### config.mk
export PLATFORM = sky130hd
export DESIGN_NAME = rf_wb_arbiter_flat
export DESIGN_NICKNAME = d
export VERILOG_FILES = /design/src/rtl/rf_wb_arbiter_pkg.sv /design/src/rtl/rf_wb_arbiter_if.sv /design/src/rtl/rf_wb_arbiter_slot.sv /design/src/rtl/rf_wb_arbiter.sv /design/src/flat_wrapper.sv
export SDC_FILE = /design/constraint.sdc
export NUM_CORES = 1
export LEC_CHECK = 0
export ABC_AREA = 0
export CELL_PAD_IN_SITES_DETAIL_PLACEMENT = 2
export CELL_PAD_IN_SITES_GLOBAL_PLACEMENT = 2
export CORE_AREA = 2 2 98 100
export DETAILED_ROUTE_END_ITERATION = 8
export DIE_AREA = 0 0 100 102
export GPL_TIMING_DRIVEN = 0
export PLACE_DENSITY = 0.72
export SYNTH_ARGS = -nofsm -noshare
export SYNTH_HDL_FRONTEND = slang
export SYNTH_SLANG_ARGS = --single-unit
### constraint.sdc
create_clock -name clk -period 3.46 [get_ports clk]
set_clock_uncertainty 0.05 [all_clocks]
set_input_delay 0.692 -clock clk [delete_from_list [all_inputs] [get_ports clk]]
set_output_delay 0.692 -clock clk [all_outputs]
set_load 0.02 [all_outputs]
### src/rtl/rf_wb_arbiter_pkg.sv
// Shared types and helpers for the register-file write-back arbiter.
// Package rf_pkg: default sizes, requester index and one-hot decode.
package rf_pkg;

    localparam int DEF_BUS_WIDTH = 16;
    localparam int DEF_NUM_REGS  = 8;
    localparam int MAX_REGS      = 64;

    typedef enum logic {
        REQ_A = 1'b0,
        REQ_B = 1'b1
    } req_t;

    // Out-of-range addresses decode to all-zero so the write is dropped.
    function automatic logic [MAX_REGS-1:0] onehot_decode(
        input logic [31:0] addr,
        input logic [31:0] num_regs
    );
        logic [MAX_REGS-1:0] one;
        one = MAX_REGS'(1);
        return (addr < num_regs) ? (one << addr) : '0;
    endfunction

endpackage

### src/rtl/rf_wb_arbiter_if.sv
// Requester handshakes plus register-file write port of rf_wb_arbiter.
interface rf_wb_arbiter_if
    import rf_pkg::*;
#(
    parameter int BUS_WIDTH = DEF_BUS_WIDTH,
    parameter int NUM_REGS  = DEF_NUM_REGS
);
    localparam int ADDR_WIDTH = (NUM_REGS > 1) ? $clog2(NUM_REGS) : 1;

    logic                  a_valid;
    logic                  a_ready;
    logic [ADDR_WIDTH-1:0] a_addr;
    logic [BUS_WIDTH-1:0]  a_data;

    logic                  b_valid;
    logic                  b_ready;
    logic [ADDR_WIDTH-1:0] b_addr;
    logic [BUS_WIDTH-1:0]  b_data;

    logic [NUM_REGS-1:0]   reg_write;
    logic [BUS_WIDTH-1:0]  wr_data;
    logic                  last_grant;

    modport master (
        output a_valid, a_addr, a_data, b_valid, b_addr, b_data,
        input  a_ready, b_ready, reg_write, wr_data, last_grant
    );

    modport slave (
        input  a_valid, a_addr, a_data, b_valid, b_addr, b_data,
        output a_ready, b_ready, reg_write, wr_data, last_grant
    );

endinterface

### src/rtl/rf_wb_arbiter_slot.sv
// rf_wb_slot: one-entry holding register (full/addr/data) for a requester.
module rf_wb_slot
    import rf_pkg::*;
#(
    parameter int BUS_WIDTH  = DEF_BUS_WIDTH,
    parameter int ADDR_WIDTH = 3
) (
    input  logic                  clk,
    input  logic                  rst,
    input  logic                  i_valid,
    input  logic [ADDR_WIDTH-1:0] i_addr,
    input  logic [BUS_WIDTH-1:0]  i_data,
    input  logic                  i_grant,
    output logic                  o_ready,
    output logic                  o_full,
    output logic [ADDR_WIDTH-1:0] o_addr,
    output logic [BUS_WIDTH-1:0]  o_data
);

    logic                  r_full;
    logic [ADDR_WIDTH-1:0] r_addr;
    logic [BUS_WIDTH-1:0]  r_data;
    logic                  w_xfer;

    // A slot being drained this edge can be refilled on the same edge.
    assign o_ready = !r_full || i_grant;
    assign w_xfer  = i_valid && o_ready;

    always_ff @(posedge clk) begin
        if (rst) begin
            r_full <= 1'b0;
        end else if (w_xfer) begin
            r_full <= 1'b1;
        end else if (i_grant) begin
            r_full <= 1'b0;
        end
    end

    // NOTE: payload has no reset; it is only observed while r_full is set.
    always_ff @(posedge clk) begin
        if (w_xfer) begin
            r_addr <= i_addr;
            r_data <= i_data;
        end
    end

    assign o_full = r_full;
    assign o_addr = r_addr;
    assign o_data = r_data;

endmodule

### src/rtl/rf_wb_arbiter.sv
// Round-robin write-back arbiter sharing the register-file write port.
// Optional RF_WB_ZERO_REG_EN: register 0 is hardwired zero (writes dropped).
module rf_wb_arbiter
    import rf_pkg::*;
#(
    parameter int BUS_WIDTH  = DEF_BUS_WIDTH,
    parameter int NUM_REGS   = DEF_NUM_REGS,
    parameter int ADDR_WIDTH = (NUM_REGS > 1) ? $clog2(NUM_REGS) : 1
) (
    input logic             clk,
    input logic             rst,
    rf_wb_arbiter_if.slave  bus
);

    logic                  w_a_full, w_b_full;
    logic [ADDR_WIDTH-1:0] w_a_addr, w_b_addr;
    logic [BUS_WIDTH-1:0]  w_a_data, w_b_data;
    logic                  w_a_grant, w_b_grant;
    logic                  w_any;
    req_t                  w_winner;
    logic [ADDR_WIDTH-1:0] w_win_addr;
    logic [BUS_WIDTH-1:0]  w_win_data;
    logic [NUM_REGS-1:0]   w_strobe;

    logic [NUM_REGS-1:0]   r_reg_write;
    logic [BUS_WIDTH-1:0]  r_wr_data;
    req_t                  r_last_grant;

    rf_wb_slot #(.BUS_WIDTH(BUS_WIDTH), .ADDR_WIDTH(ADDR_WIDTH)) u_slot_a (
        .clk(clk), .rst(rst),
        .i_valid(bus.a_valid), .i_addr(bus.a_addr), .i_data(bus.a_data),
        .i_grant(w_a_grant), .o_ready(bus.a_ready),
        .o_full(w_a_full), .o_addr(w_a_addr), .o_data(w_a_data)
    );

    rf_wb_slot #(.BUS_WIDTH(BUS_WIDTH), .ADDR_WIDTH(ADDR_WIDTH)) u_slot_b (
        .clk(clk), .rst(rst),
        .i_valid(bus.b_valid), .i_addr(bus.b_addr), .i_data(bus.b_data),
        .i_grant(w_b_grant), .o_ready(bus.b_ready),
        .o_full(w_b_full), .o_addr(w_b_addr), .o_data(w_b_data)
    );

    // Under contention the requester not granted last time wins.
    always_comb begin
        w_winner = REQ_A;
        if (w_a_full && w_b_full) begin
            w_winner = (r_last_grant == REQ_A) ? REQ_B : REQ_A;
        end else if (w_b_full) begin
            w_winner = REQ_B;
        end
    end

    assign w_any      = w_a_full || w_b_full;
    assign w_a_grant  = w_any && (w_winner == REQ_A);
    assign w_b_grant  = w_any && (w_winner == REQ_B);
    assign w_win_addr = (w_winner == REQ_B) ? w_b_addr : w_a_addr;
    assign w_win_data = (w_winner == REQ_B) ? w_b_data : w_a_data;

    always_comb begin
        w_strobe = NUM_REGS'(onehot_decode(32'(w_win_addr), 32'(NUM_REGS)));
`ifdef RF_WB_ZERO_REG_EN
        if (w_win_addr == '0) begin
            w_strobe = '0;
        end
`endif
    end

    always_ff @(posedge clk) begin
        if (rst) begin
            r_reg_write  <= '0;
            r_wr_data    <= '0;
            r_last_grant <= REQ_B;
        end else if (w_any) begin
            r_reg_write  <= w_strobe;
            r_wr_data    <= w_win_data;
            r_last_grant <= w_winner;
        end else begin
            r_reg_write  <= '0;
        end
    end

    assign bus.reg_write  = r_reg_write;
    assign bus.wr_data    = r_wr_data;
    assign bus.last_grant = r_last_grant;

endmodule

### src/flat_wrapper.sv
// flat-port wrapper written by rule: the top's interface ports become plain ports
module rf_wb_arbiter_flat import rf_pkg::*;
#(
    parameter int BUS_WIDTH  = DEF_BUS_WIDTH,
    parameter int NUM_REGS   = DEF_NUM_REGS,
    parameter int ADDR_WIDTH = (NUM_REGS > 1) ? $clog2(NUM_REGS) : 1
)
  (clk, rst, bus_a_valid, bus_a_addr, bus_a_data, bus_b_valid, bus_b_addr, bus_b_data, bus_a_ready, bus_b_ready, bus_reg_write, bus_wr_data, bus_last_grant);
  rf_wb_arbiter_if #(.BUS_WIDTH(BUS_WIDTH), .NUM_REGS(NUM_REGS)) bus_i ();
  input logic clk;
  input logic rst;
  input wire logic [$bits(bus_i.a_valid)-1:0] bus_a_valid;
  input wire logic [$bits(bus_i.a_addr)-1:0] bus_a_addr;
  input wire logic [$bits(bus_i.a_data)-1:0] bus_a_data;
  input wire logic [$bits(bus_i.b_valid)-1:0] bus_b_valid;
  input wire logic [$bits(bus_i.b_addr)-1:0] bus_b_addr;
  input wire logic [$bits(bus_i.b_data)-1:0] bus_b_data;
  output wire logic [$bits(bus_i.a_ready)-1:0] bus_a_ready;
  output wire logic [$bits(bus_i.b_ready)-1:0] bus_b_ready;
  output wire logic [$bits(bus_i.reg_write)-1:0] bus_reg_write;
  output wire logic [$bits(bus_i.wr_data)-1:0] bus_wr_data;
  output wire logic [$bits(bus_i.last_grant)-1:0] bus_last_grant;
  assign bus_i.a_valid = bus_a_valid;
  assign bus_i.a_addr = bus_a_addr;
  assign bus_i.a_data = bus_a_data;
  assign bus_i.b_valid = bus_b_valid;
  assign bus_i.b_addr = bus_b_addr;
  assign bus_i.b_data = bus_b_data;
  assign bus_a_ready = bus_i.a_ready;
  assign bus_b_ready = bus_i.b_ready;
  assign bus_reg_write = bus_i.reg_write;
  assign bus_wr_data = bus_i.wr_data;
  assign bus_last_grant = bus_i.last_grant;
  rf_wb_arbiter #(.BUS_WIDTH(BUS_WIDTH), .NUM_REGS(NUM_REGS), .ADDR_WIDTH(ADDR_WIDTH)) u_core (.clk(clk), .rst(rst), .bus(bus_i));
endmodule
# --- Word-level counts from Yosys, hierarchy flattened ---
# Cells that the tools add are included.
totals:
  regBits: 65
  inputBits: 42
  out_inout_bits: 27
  wordCells: 34
op_classes:
  shifts: 1
  mux: 9
  n_bitwise: 2
  n_reduce_logical: 13
ops:
  columns: ["cell", "count"]
  rows:
  - ["$mux W16", 1]
  - ["$shl A1 B3 Y8 const A", 1]
  - ["$mux W1", 7]
  - ["$logic_and A1 B1 Y1", 5]
  - ["$reduce_bool A2 Y1", 2]
  - ["$logic_or A1 B1 Y1", 3]
  - ["$mux W3", 1]
  - ["$logic_not A1 Y1", 2]
  - ["$not A1 Y1", 2]
  - ["$reduce_or A2 Y1", 1]

# --- Logic depth before layout (Yosys ltp) ---
depth:
  word_depth: 7
  ltp_mapped: 6
  depth_no_buf: 3

# --- Cells and area by module ---
# Synthesis repeated with hierarchy kept, for this count alone.
hier_totals:
  cells_unflattened: 145
  hier_area_um2: 2317.2
by_module_without_submodules:
  columns: ["module", "n_inst", "cells_per_inst", "area_per_inst_um2", "seq_area_each_um2"]
  rows:
  - ["rf_wb_slot", 2, 24, 625.6, 590.6]
  - ["rf_wb_arbiter", 1, 97, 1066.0, 500.5]

# --- Least setup slack after synthesis ---
# OpenSTA, ideal clock, no wires.
synth_timing:
  path_kind: "reg-to-reg"
  startpoint: "register u_core.r_last_grant, in the netlist u_core.bus.last_grant"
  endpoint: "register u_core.u_slot_a.r_addr[0], in the netlist u_core.u_slot_a.o_addr[0], enable pin"
  setup_time_ns: 0.377
  t_arrival_ns: 1.388
  t_required_ns: 3.033
  path_slack_ns: 1.645
  stages_incl_launch_ff: 3
  n_path_buf: 0
  synth_period_minus_slack_ns: 1.815
  path_cell_list: "dfxtp_1 nand3b_1 and2_1"
synth_between:
  elab_chain_len: 6
synth_lines:
  columns: ["item", "line", "source"]
  rows:
  - ["start, declared", "rf_wb_arbiter.sv:27", "req_t r_last_grant;"]
  - ["start signal, assigned", "rf_wb_arbiter.sv:76", "r_last_grant <= w_winner;"]
  - ["$mux W1", "rf_wb_arbiter.sv:47", "w_winner = (r_last_grant == REQ_A) ? REQ_B : REQ_A;"]
  - ["$mux W1", "rf_wb_arbiter.sv:46", "if (w_a_full && w_b_full) begin"]
  - ["$not A1 Y1", "rf_wb_arbiter.sv:54", "assign w_a_grant = w_any && (w_winner == REQ_A);"]
  - ["$logic_and A1 B1 Y1", "rf_wb_arbiter.sv:54", null]
  - ["$logic_or A1 B1 Y1", "rf_wb_arbiter_slot.sv:26", "assign o_ready = !r_full || i_grant;"]
  - ["net bus_a_ready", "flat_wrapper.sv:18", "output wire logic [$bits(bus_i.a_ready)-1:0] bus_a_ready;"]
  - ["$logic_and A1 B1 Y1", "rf_wb_arbiter_slot.sv:27", "assign w_xfer = i_valid && o_ready;"]
  - ["net u_core.u_slot_a.w_xfer", "rf_wb_arbiter_slot.sv:23", "logic w_xfer;"]
  - ["end signal, assigned", "rf_wb_arbiter_slot.sv:42", "r_addr <= i_addr;"]
  - ["end, declared", "rf_wb_arbiter_slot.sv:21", "logic [ADDR_WIDTH-1:0] r_addr;"]
# The timed path passes the listed nets, and every way through them passes these cells.
# A chain may end at the register's enable or synchronous reset.

# --- Worst setup path after layout ---
layout_timing:
  startpoint: "register u_core.r_last_grant, in the netlist u_core.bus.last_grant"
  endpoint: "output bus_a_ready"
layout_between:
  elab_chain_len: 5
layout_lines:
  columns: ["item", "line"]
  rows:
  - ["$mux W1", "rf_wb_arbiter.sv:47"]
  - ["$mux W1", "rf_wb_arbiter.sv:46"]
  - ["$not A1 Y1", "rf_wb_arbiter.sv:54"]
  - ["$logic_and A1 B1 Y1", "rf_wb_arbiter.sv:54"]
  - ["$logic_or A1 B1 Y1", "rf_wb_arbiter_slot.sv:26"]
  - ["end, declared", "flat_wrapper.sv:18"]
# No other way between the ends.

==> impl_metrics.env <==
export IMPL_status="complete, no violations"
export IMPL_criticalPathCategory="register to output port"
export IMPL_synth_edf_count=38
export IMPL_grt_overflow_total=0
export IMPL_yosysUniqueCellTypes=22
export IMPL_antenna_found_initial=0
export IMPL_firstDrtPassIters=4
export IMPL_port_buffers=67
export IMPL_yosysSeqAreaShare_pct=74.9
export IMPL_grt_pass1_vias=1663
export IMPL_cts_resized=0
export IMPL_tritoncts="done"
export IMPL_ff_latch_area_um2=1680
export IMPL_setup_viol=0
export IMPL_cts_hold_buf=0
export IMPL_leakagePower_nw=1.17
export IMPL_dieArea_um2=10200
export IMPL_end_kind="output port"
export IMPL_ant_nets=0
export IMPL_syn_to_final_growth_pct=45.5
export IMPL_viasPerCell=4.27
export IMPL_hold_viol=0
export IMPL_yosys_area_top_type="edfxtp_1"
export IMPL_startpoint_type="register"
export IMPL_synthTopCellsByArea="edfxtp_1 51%, dfxtp_1 24%, a221o_1 7.1%, and2_1 5.0%, nor2_1 2.0%"
export IMPL_p_per_area_nw_per_um2=538
export IMPL_grt_setup_unrepaired="false"
export IMPL_cts_buffers=9
export IMPL_maxCapViolCount=0
export IMPL_start_util_pct=24.7
export IMPL_period_minus_slack_ps=2350
export IMPL_htreeDepth=3
export IMPL_io_pins=69
export IMPL_drt_total_wl_um=5310
export IMPL_synth_top_cells_by_count="38 x edfxtp_1, 27 x dfxtp_1, 18 x and2_1, 16 x a221o_1, 12 x nor2_1"
export IMPL_design_area_um2=3270
export IMPL_crit_path_max_fanout=6
export IMPL_clkSinkCount=65
export IMPL_syn_instance_count=145
export IMPL_relSlewSlack_pct=32.1
export IMPL_synth_top_area_share_pct=50.8
export IMPL_die_x_um=100
export IMPL_critPathRequiredTime_ps=2720
export IMPL_drc=0
export IMPL_chipHeight_um=102
export IMPL_gp_congestion=0.652
export IMPL_wl_per_cell_um=15.7
export IMPL_synth_area_um2=2250
export IMPL_clk_pin_slew_ps=70
export IMPL_slew_violations=0
export IMPL_root_buffer="clkbuf_8"
export IMPL_finalHoldWorstSlack_ps=421
export IMPL_final_net_count=265
export IMPL_antenna_diode_count=0
export IMPL_vias=1447
export IMPL_grt_pass1_wl_um=8370
export IMPL_drive_above_1_share_pct=9.21
export IMPL_core_area_um2=9110
export IMPL_max_freq_mhz=425
export IMPL_synth_fp_nets=187
export IMPL_ys_flop_type="edfxtp_1"
export IMPL_peakVddDrop_v=0.000201
export IMPL_synthArstFlopShare_pct=0
export IMPL_fin_tns_setup_ps=0
export IMPL_synth_warnings=0
export IMPL_grt_usage_pct=11.2
export IMPL_ys_seq_elements=65
export IMPL_arrival_ps=1610
export IMPL_syn_avg_cell_area_um2=15.5
export IMPL_post_cts_buffers=0
export IMPL_cts_buffer_depth=2
export IMPL_clk_latency_ps=330
export IMPL_grt_max_degree=20
export IMPL_worstMarginPinSlew_ps=1020
export IMPL_num_fill_cells=968
export IMPL_period_share_pct=68.1
export IMPL_multi_input_area_um2=513
export IMPL_dpl_hpwl_um=3720
export IMPL_hp_class="register to register"
export IMPL_rows=35
export IMPL_first_iter_violations=19
export IMPL_place_area_um2=3060
export IMPL_synth_most_common_cell="edfxtp_1"
per-layer routing:
layer	share of wire (%)	vias to the layer above	wire length, um	global-route usage [%]
met4	1.1	0	56	3.79
met1	39	713	2080	11.6
met3	5.7	4	305	4.86
li1	-	691	-	-
met5	0	-	0	0
met2	54	39	2870	20.6
final timing paths:
kind                             startpoint  cells past startpoint                         to  slack [ps]
setup / recovery      u_core.bus.last_grant                      2                bus_a_ready        1110
hold reg to reg   u_core.u_slot_b.o_data[3]                      1      u_core.bus.wr_data[3]         420
hold / removal    u_core.u_slot_b.o_data[3]                      1      u_core.bus.wr_data[3]         420
setup reg to reg      u_core.bus.last_grant                      2  u_core.u_slot_a.o_data[5]        1540
through the flow:
stage	setup slack, ps	total power (W)	instances	util (%)
floorplan	1640	0.000976	145	-
global placement	971	0.00108	323	33.5
detailed placement	940	0.00108	323	33.5
CTS	1080	0.00179	339	35.9
global route	1010	0.00184	339	35.9
finish	1110	0.00176	339	35.9
sequential cells by signal (all words and copies together) (netlist names):
name and cells:
u_core.u_slot_b.o_data 16, u_core.u_slot_b.o_addr 3, u_core.bus.last_grant 1, u_core.u_slot_a.o_full 1
u_core.bus.wr_data 16, u_core.u_slot_a.o_addr 3, u_core.u_slot_b.o_full 1, u_core.bus.reg_write 8
u_core.u_slot_a.o_data 16
critical path, cell delays in order, from the launching register on:
cell	delay (ps)
dfxtp_1	460
nand3b_1	190
clkdlybuf4s50_1	620
logic make-up (layout without fill, tap and decap cells):
kind of cell | Yosys count | after routing | synth area share [%]
flops | 65 | 65 | 74.9
simple gates | 45 | 45 | 11.6
compound gates | 22 | 22 | 9.41
buf+inv | 9 | 92 | 2.28
mux | 4 | 4 | 1.84
cell usage in the layout (no fill, tap or decap), drive strengths merged:
cell	Yosys	layout
mux2	1	1
a32oi	2	2
a221o	16	16
clkdlybuf4s50	0	67
nor3b	1	1
nor2b	7	7
buf	5	5
inv	3	3
and2	18	18
clkbuf	1	13
mux2i	3	3
a21oi	3	3
nand2	3	3
a21boi	1	1
nor2	12	12
clkinv	0	2
dfxtp	27	27
bufinv	0	2
nand2b	1	1
nor3	1	1
edfxtp	38	38
nand3b	1	1
nand3	1	1
report_power, final:
group | switching [W] | internal (W) | leakage, nW
clock network | 0.000276 | 0.000422 | 0.106
registers | 0.0000187 | 0.000868 | 0.592
logic | 0.0000773 | 0.0000965 | 0.474
area by class of cell:
cell class	count	share of cell area (%)
buffer	6	1.23
clock buffer	12	4.44
inverter	3	0.345
clock inverter	4	2.07
multi-input combinational	71	15.7
tap	111	4.25
sequential	65	51.5
timing repair buffer	67	20.5
Note: power is estimated with default switching activity, not from simulation.
